<file path="config.mk">
export PLATFORM = sky130hd
export DESIGN_NAME = trap_ctrl
export DESIGN_NICKNAME = d
export VERILOG_FILES = /design/src/rtl/trap_ctrl.sv
export SDC_FILE = /design/constraint.sdc
export NUM_CORES = 1
export LEC_CHECK = 0
export BUFFER_PORTS_ARGS = -buffer_cell sky130_fd_sc_hd__buf_2
export CAP_MARGIN = 20
export CORE_AREA = 2 2 288 290
export CTS_CLUSTER_SIZE = 25
export DETAILED_ROUTE_END_ITERATION = 16
export DIE_AREA = 0 0 290 292
export HOLD_SLACK_MARGIN = 0.06
export RECOVER_POWER = 50
export SLEW_MARGIN = 20
export SYNTH_ARGS = -nofsm -noshare
export SYNTH_HDL_FRONTEND = slang
export SYNTH_SLANG_ARGS = --single-unit
</file>
<file path="constraint.sdc">
create_clock -name clock -period 3.3 [get_ports clock]
set_input_delay 0.33 -clock clock [delete_from_list [all_inputs] [get_ports clock]]
set_output_delay 0.33 -clock clock [all_outputs]
set_load 0.05 [all_outputs]
</file>
<file path="src/rtl/trap_ctrl.sv">
// Machine-mode trap sequencer: serialises MEPC/MCAUSE/MTVAL/MSTATUS
// updates through one CSR write port, then flushes and redirects.
module trap_ctrl #(
  parameter int          XLEN        = 64,
  parameter logic [11:0] CSR_MEPC    = 12'h341,
  parameter logic [11:0] CSR_MCAUSE  = 12'h342,
  parameter logic [11:0] CSR_MTVAL   = 12'h343,
  parameter logic [11:0] CSR_MSTATUS = 12'h300
) (
  input  logic            clock,
  input  logic            reset_n,
  input  logic            exc_valid_i,
  input  logic [XLEN-1:0] exc_cause_i,
  input  logic [XLEN-1:0] exc_pc_i,
  input  logic [XLEN-1:0] exc_tval_i,
  input  logic            mret_i,
  input  logic            wb_valid_i,
  input  logic [XLEN-1:0] wb_pc_i,
  input  logic            irq_meip_i,
  input  logic            irq_msip_i,
  input  logic            irq_mtip_i,
  input  logic            csr_instr_wen_i,
  input  logic [11:0]     csr_instr_waddr_i,
  input  logic [XLEN-1:0] csr_instr_wdata_i,
  input  logic [XLEN-1:0] mstatus_i,
  input  logic [XLEN-1:0] mie_i,
  input  logic [XLEN-1:0] mtvec_i,
  input  logic [XLEN-1:0] mepc_i,
  output logic            csr_wen_o,
  output logic [11:0]     csr_waddr_o,
  output logic [XLEN-1:0] csr_wdata_o,
  output logic            kill_wb_o,
  output logic            stall_o,
  output logic            flush_o,
  output logic            redirect_valid_o,
  output logic [XLEN-1:0] redirect_pc_o,
  output logic            busy_o
);

  typedef enum logic [2:0] {
    IDLE, W_MEPC, W_MCAUSE, W_MTVAL,
    W_MSTATUS, M_MSTATUS, REDIRECT
  } state_e;

  state_e          state_q, state_d;
  logic [XLEN-1:0] epc_q, epc_d;
  logic [XLEN-1:0] cause_q, cause_d;
  logic [XLEN-1:0] tval_q, tval_d;
  logic            irq_q, irq_d;
  logic            mret_q, mret_d;

  logic            irq_hit;
  logic [5:0]      irq_code;
  logic [XLEN-1:0] ms_trap;
  logic [XLEN-1:0] ms_mret;
  logic [XLEN-1:0] tvec_base;
  logic [XLEN-1:0] trap_pc;

  logic unused_ok;
  assign unused_ok = ^{mie_i[XLEN-1:12], mie_i[10:8],
                       mie_i[6:4], mie_i[2:0], mepc_i[0]};

  // Highest-priority enabled interrupt: MEI > MSI > MTI
  always_comb begin
    irq_hit  = 1'b0;
    irq_code = 6'd0;
    if (mstatus_i[3]) begin
      if (irq_meip_i && mie_i[11]) begin
        irq_hit  = 1'b1;
        irq_code = 6'd11;
      end else if (irq_msip_i && mie_i[3]) begin
        irq_hit  = 1'b1;
        irq_code = 6'd3;
      end else if (irq_mtip_i && mie_i[7]) begin
        irq_hit  = 1'b1;
        irq_code = 6'd7;
      end
    end
  end

  // MSTATUS images for trap entry / mret and the trap target PC
  always_comb begin
    ms_trap        = mstatus_i;
    ms_trap[7]     = mstatus_i[3];
    ms_trap[3]     = 1'b0;
    ms_trap[12:11] = 2'b11;
    ms_mret        = mstatus_i;
    ms_mret[3]     = mstatus_i[7];
    ms_mret[7]     = 1'b1;
    ms_mret[12:11] = 2'b11;
    tvec_base      = {mtvec_i[XLEN-1:2], 2'b00};
    if (mtvec_i[1:0] == 2'b01 && irq_q)
      trap_pc = tvec_base +
                {{(XLEN-8){1'b0}}, cause_q[5:0], 2'b00};
    else
      trap_pc = tvec_base;
  end

  // Next state, captured trap info and all outputs
  always_comb begin
    state_d          = state_q;
    epc_d            = epc_q;
    cause_d          = cause_q;
    tval_d           = tval_q;
    irq_d            = irq_q;
    mret_d           = mret_q;
    csr_wen_o        = 1'b0;
    csr_waddr_o      = 12'd0;
    csr_wdata_o      = '0;
    kill_wb_o        = 1'b0;
    flush_o          = 1'b0;
    redirect_valid_o = 1'b0;
    redirect_pc_o    = '0;
    busy_o           = (state_q != IDLE);
    stall_o          = (state_q != IDLE);
    unique case (state_q)
      IDLE: begin
        // outputs stay quiet while reset is held
        if (reset_n) begin
          if (exc_valid_i) begin
            epc_d   = exc_pc_i;
            cause_d = exc_cause_i;
            tval_d  = exc_tval_i;
            irq_d   = 1'b0;
            mret_d  = 1'b0;
            state_d = W_MEPC;
          end else if (mret_i) begin
            irq_d   = 1'b0;
            mret_d  = 1'b1;
            state_d = M_MSTATUS;
          end else if (wb_valid_i && irq_hit) begin
            epc_d     = wb_pc_i;
            cause_d   = {1'b1, {(XLEN-7){1'b0}}, irq_code};
            tval_d    = '0;
            irq_d     = 1'b1;
            mret_d    = 1'b0;
            kill_wb_o = 1'b1;
            state_d   = W_MEPC;
          end else begin
            csr_wen_o   = csr_instr_wen_i;
            csr_waddr_o = csr_instr_waddr_i;
            csr_wdata_o = csr_instr_wdata_i;
          end
        end
      end
      W_MEPC: begin
        csr_wen_o   = 1'b1;
        csr_waddr_o = CSR_MEPC;
        csr_wdata_o = epc_q;
        state_d     = W_MCAUSE;
      end
      W_MCAUSE: begin
        csr_wen_o   = 1'b1;
        csr_waddr_o = CSR_MCAUSE;
        csr_wdata_o = cause_q;
        state_d     = W_MTVAL;
      end
      W_MTVAL: begin
        csr_wen_o   = 1'b1;
        csr_waddr_o = CSR_MTVAL;
        csr_wdata_o = tval_q;
        state_d     = W_MSTATUS;
      end
      W_MSTATUS: begin
        csr_wen_o   = 1'b1;
        csr_waddr_o = CSR_MSTATUS;
        csr_wdata_o = ms_trap;
        state_d     = REDIRECT;
      end
      M_MSTATUS: begin
        csr_wen_o   = 1'b1;
        csr_waddr_o = CSR_MSTATUS;
        csr_wdata_o = ms_mret;
        state_d     = REDIRECT;
      end
      REDIRECT: begin
        flush_o          = 1'b1;
        redirect_valid_o = 1'b1;
        redirect_pc_o    = mret_q ?
                           {mepc_i[XLEN-1:1], 1'b0} : trap_pc;
        state_d          = IDLE;
      end
      default: state_d = IDLE;
    endcase
  end

  // State and captured trap registers
  always_ff @(posedge clock or negedge reset_n) begin
    if (!reset_n) begin
      state_q <= IDLE;
      epc_q   <= '0;
      cause_q <= '0;
      tval_q  <= '0;
      irq_q   <= 1'b0;
      mret_q  <= 1'b0;
    end else begin
      state_q <= state_d;
      epc_q   <= epc_d;
      cause_q <= cause_d;
      tval_q  <= tval_d;
      irq_q   <= irq_d;
      mret_q  <= mret_d;
    end
  end

endmodule
</file>
==> flow_metrics.py <==
metrics = {
    "status": {
        "status": "finished with violations",
        "violations": "negative setup slack",
    },
    "timing": {
        "fin_hold_ws_ns": 0.126,
        "worst_pin_slew_ns": 1.21,
        "drv_slew": 0,
        "rsz0062_at_grt": "yes",
        "layout_setup_ws_ns": -0.133,
        "fmax_mhz": 291,
        "period_needed_ns": 3.43,
        "hold_violations": 0,
        "period_share_pct": 104,
        "fin_worst_skew_ns": 0.0340,
        "setup_viol": 23,
        "max_slew_margin_pct": 19.6,
    },
    "clock_tree": {
        "clock-sinks": 197,
        "clock_latency_ns": 0.50,
        "clk_path_buf_depth": 2,
        "clk_pin_slew_ns": 0.08,
        "htree_num_levels": 4,
        "cts_tree": "built",
        "cts_root_buf": "clkbuf_16",
        "cts_made_buffers": 17,
    },
    "global_route": {
        "antenna_found_initial": 62,
        "grt_pass1_vias": 14300,
        "grt_pass1_wl_um": 106000,
        "grt_max_degree": 95,
        "grt_overflow": 0,
        "grtUsageTotal_pct": 17.6,
    },
    "detailed_routing": {
        "firstDrtPassIters": 5,
        "drt_iter0_drc": 749,
        "vias_per_cell": 4.41,
        "ant_nets": 0,
        "avgRoutedWirePerCell_um": 23.8,
        "drcViolationCount": 0,
        "totalWireLength_um": 76600,
        "vias": 14200,
    },
    "cells_and_area": {
        "drive_gt1_share_pct": 41.9,
        "post-route-cell-area_um2": 20500,
        "multi_input_area_um2": 6860,
        "fill_cells": 8830,
        "area_growth_pct": 72.9,
        "seqCellArea_um2": 4930,
        "fin_nets": 2713,
    },
    "power": {
        "combPwrFrac_pct": 61.2,
        "p_seq_share_pct": 25.7,
        "pwr-share-clk_pct": 13.1,
        "p_leak_nw": 9.32,
        "p_sw_mw": 8.75,
        "p_per_area_nw_per_um2": 849,
        "ir_drop_uv": 668,
        "cellInternalPower_mw": 8.68,
        "switching_share_pct": 50.2,
    },
    "setup_path": {
        "cp.required_ns": 2.97,
        "crit_type": "reg2out",
        "r2r_cells": 6,
        "worst-path-max-fanout": 4,
        "startpoint": "cause_q[0]",
        "cp_data_arrival_time_ns": 3.10,
        "reg2reg_from": "state_q[2]",
        "crit_path_end_kind": "output port",
        "startpoint_type": "flip-flop",
    },
    "place": {
        "port_buffers": 677,
        "place.gp.congestion": 0.949,
        "preCtsSetupSlack_ns": -0.150,
        "dpl_cell_area_um2": 18200,
        "dp_hpwl_um": 61100,
    },
    "job": {
        "maxCapViolCount": 0,
    },
    "die": {
        "core_um2": 81600,
        "row_count": 105,
        "die_area_um2": 84700,
        "initial_core_util_pct": 14.5,
        "io-pin-count": 743,
        "fp.dieH_um": 292,
        "chipWidth_um": 290,
    },
    "synthesis": {
        "yosysTopAreaCell": "dfrtp_1",
        "ys_seq_area_share_pct": 41.5,
        "yosysWarnings": 0,
        "ys_types": 55,
        "netlist_area_um2": 11900,
        "synth_edf_count": 0,
        "async_flop_share_pct": 100,
        "syn_avg_cell_area_um2": 8.99,
        "ys.flop_type": "dfrtp_1",
        "synth.area.top_cells": "dfrtp_1 (42%), a22o_1 (9.1%), a22oi_1 (7.7%)",
        "syn_inst": 1320,
        "synth_nets": 1924,
        "ys_ff_latch": 197,
        "yosysTopAreaCellShare_pct": 41.5,
    },
    "worst_hold_path": {
        "hp-class": "in2reg",
        "hp-start": "wb_pc_i[27]",
        "holdPathStages": 3,
    },
}
==> cells by family (layout without fill, tap and decap cells) <==
logic type      Yosys count  count (layout)  synth area share, %
mux                      71              71                 6.02
buf+inv                 131             933                 4.38
simple gates            379             379                 15.5
xor+xnor                 55              55                 4.06
compound gates          479             479                 27.7
flops                   197             197                 41.5
fa+ha+maj                 7               7                0.801
other cells               1              30               0.0316
==> power groups by stage <==
stage | Sequential, mW | Combinational (mW) | Clock [mW]
finish | 4.48 | 10.7 | 2.28
global route | 4.60 | 11.2 | 2.47
CTS | 4.46 | 10.7 | 2.40
detailed placement | 4.47 | 10.4 | 0
global placement | 4.47 | 10.3 | 0
floorplan | 4.11 | 6.19 | 0
==> cell usage in the layout (no fill, tap or decap), types with 5 or more instances in the layout <==
master / n
inv_1: 8
nand2_1: 170
and2_1: 11
dfrtp_1: 195
nor3_2: 9
buf_4: 66
nand3_1: 76
inv_8: 5
diode_2: 29
a21oi_2: 32
a21oi_1: 37
a211oi_2: 7
mux2i_1: 68
a21o_1: 5
nor2_1: 27
xnor2_1: 31
and3_1: 11
a22o_1: 123
buf_12: 93
o21ai_0: 122
clkbuf_16: 17
dlygate4sd3_1: 126
xor2_1: 20
nor3_1: 8
buf_2: 597
nand4_1: 17
and4_1: 12
a22oi_1: 121
==> Yosys cell counts (3+ instances only) <==
| cell | n |
|---|---|
| a31oi_1 | 3 |
| nor2_1 | 31 |
| o21a_1 | 4 |
| xnor2_1 | 32 |
| buf_4 | 4 |
| mux2i_1 | 68 |
| a22o_1 | 123 |
| nand3_1 | 78 |
| mux2_2 | 3 |
| a21o_1 | 5 |
| a221o_1 | 3 |
| nor3_1 | 15 |
| dfrtp_1 | 197 |
| o22a_1 | 3 |
| and3_1 | 13 |
| xor2_1 | 23 |
| nand2_1 | 171 |
| nand4_1 | 17 |
| a21oi_1 | 70 |
| o21ai_0 | 126 |
| clkbuf_1 | 109 |
| nand2b_1 | 3 |
| inv_1 | 10 |
| and4_1 | 13 |
| buf_1 | 3 |
| buf_2 | 4 |
| a22oi_1 | 121 |
| ha_1 | 6 |
| nor2b_1 | 7 |
| nor3_2 | 4 |
| and2_1 | 13 |
| a211oi_1 | 10 |
==> worst paths after layout <==
check	endpoint	slack, ns
max	redirect_pc_o[14]	-0.13
min	epc_q[27]	0.13
max reg2reg	epc_q[47]	0.14
min reg2reg	epc_q[2]	0.48
max in group asynchronous	epc_q[22]	0.50
min in group asynchronous	cause_q[63]	0.82
==> metrics by stage <==
stage / setup TNS (ns) / util [%] / power, mW / cells
floorplan: 0 / - / 10.3 / 1320
global placement: -0.286 / 22.3 / 14.8 / 3016
detailed placement: -0.150 / 22.3 / 14.9 / 3016
CTS: -3.40 / 24.9 / 17.6 / 3184
global route: -7.43 / 25.1 / 18.3 / 3211
finish: -1.27 / 25.2 / 17.4 / 3221
==> state kept, by name, summed over array words and instances, names as in the netlist <==
| register | count |
|---|---|
| epc_q | 64 |
| tval_q | 64 |
| cause_q | 64 |
| mret_q | 1 |
| irq_q | 1 |
| state_q | 3 |
==> critical path: stages (launching register included) <==
cell       delay (ns)
dfrtp_1          0.41
ha_4             0.17
inv_2            0.04
fa_2             0.34
nor2b_2          0.13
o211ai_1         0.14
buf_4            0.20
a2111oi_4        0.30
buf_4            0.18
xor2_2           0.15
nand2_1          0.09
a21oi_2          0.18
buf_4            0.15
buf_12           0.13
==> final cells by class <==
class | count | share of cell area, %
Clock buffer | 17 | 2.07
Antenna cell | 29 | 0.354
Inverter | 10 | 0.189
Tap cell | 1070 | 6.52
Clock inverter | 15 | 0.896
Multi-Input combinational cell | 992 | 33.4
Timing Repair Buffer | 891 | 32.5
Sequential cell | 197 | 24.0
==> layer usage <==
metal  part of all wire, %  GRT usage [%]  up-vias
li1                      -              -     6519
met1                    37           19.0     6820
met2                    49           30.7      666
met3                   7.7           5.39      171
met4                   5.7           9.64       36
met5                  0.28              0        -
==> what timing repair did <==
action                                  in CTS  in global routing
buffers inserted                            10                  8
pin swaps                                   28                 17
hold buffers                               126                  0
hold endpoints to repair                   258                  0
gates resized for setup                     53                 18
endpoints found under the setup margin      50                 58
Note: power is estimated with default switching activity, not from simulation.
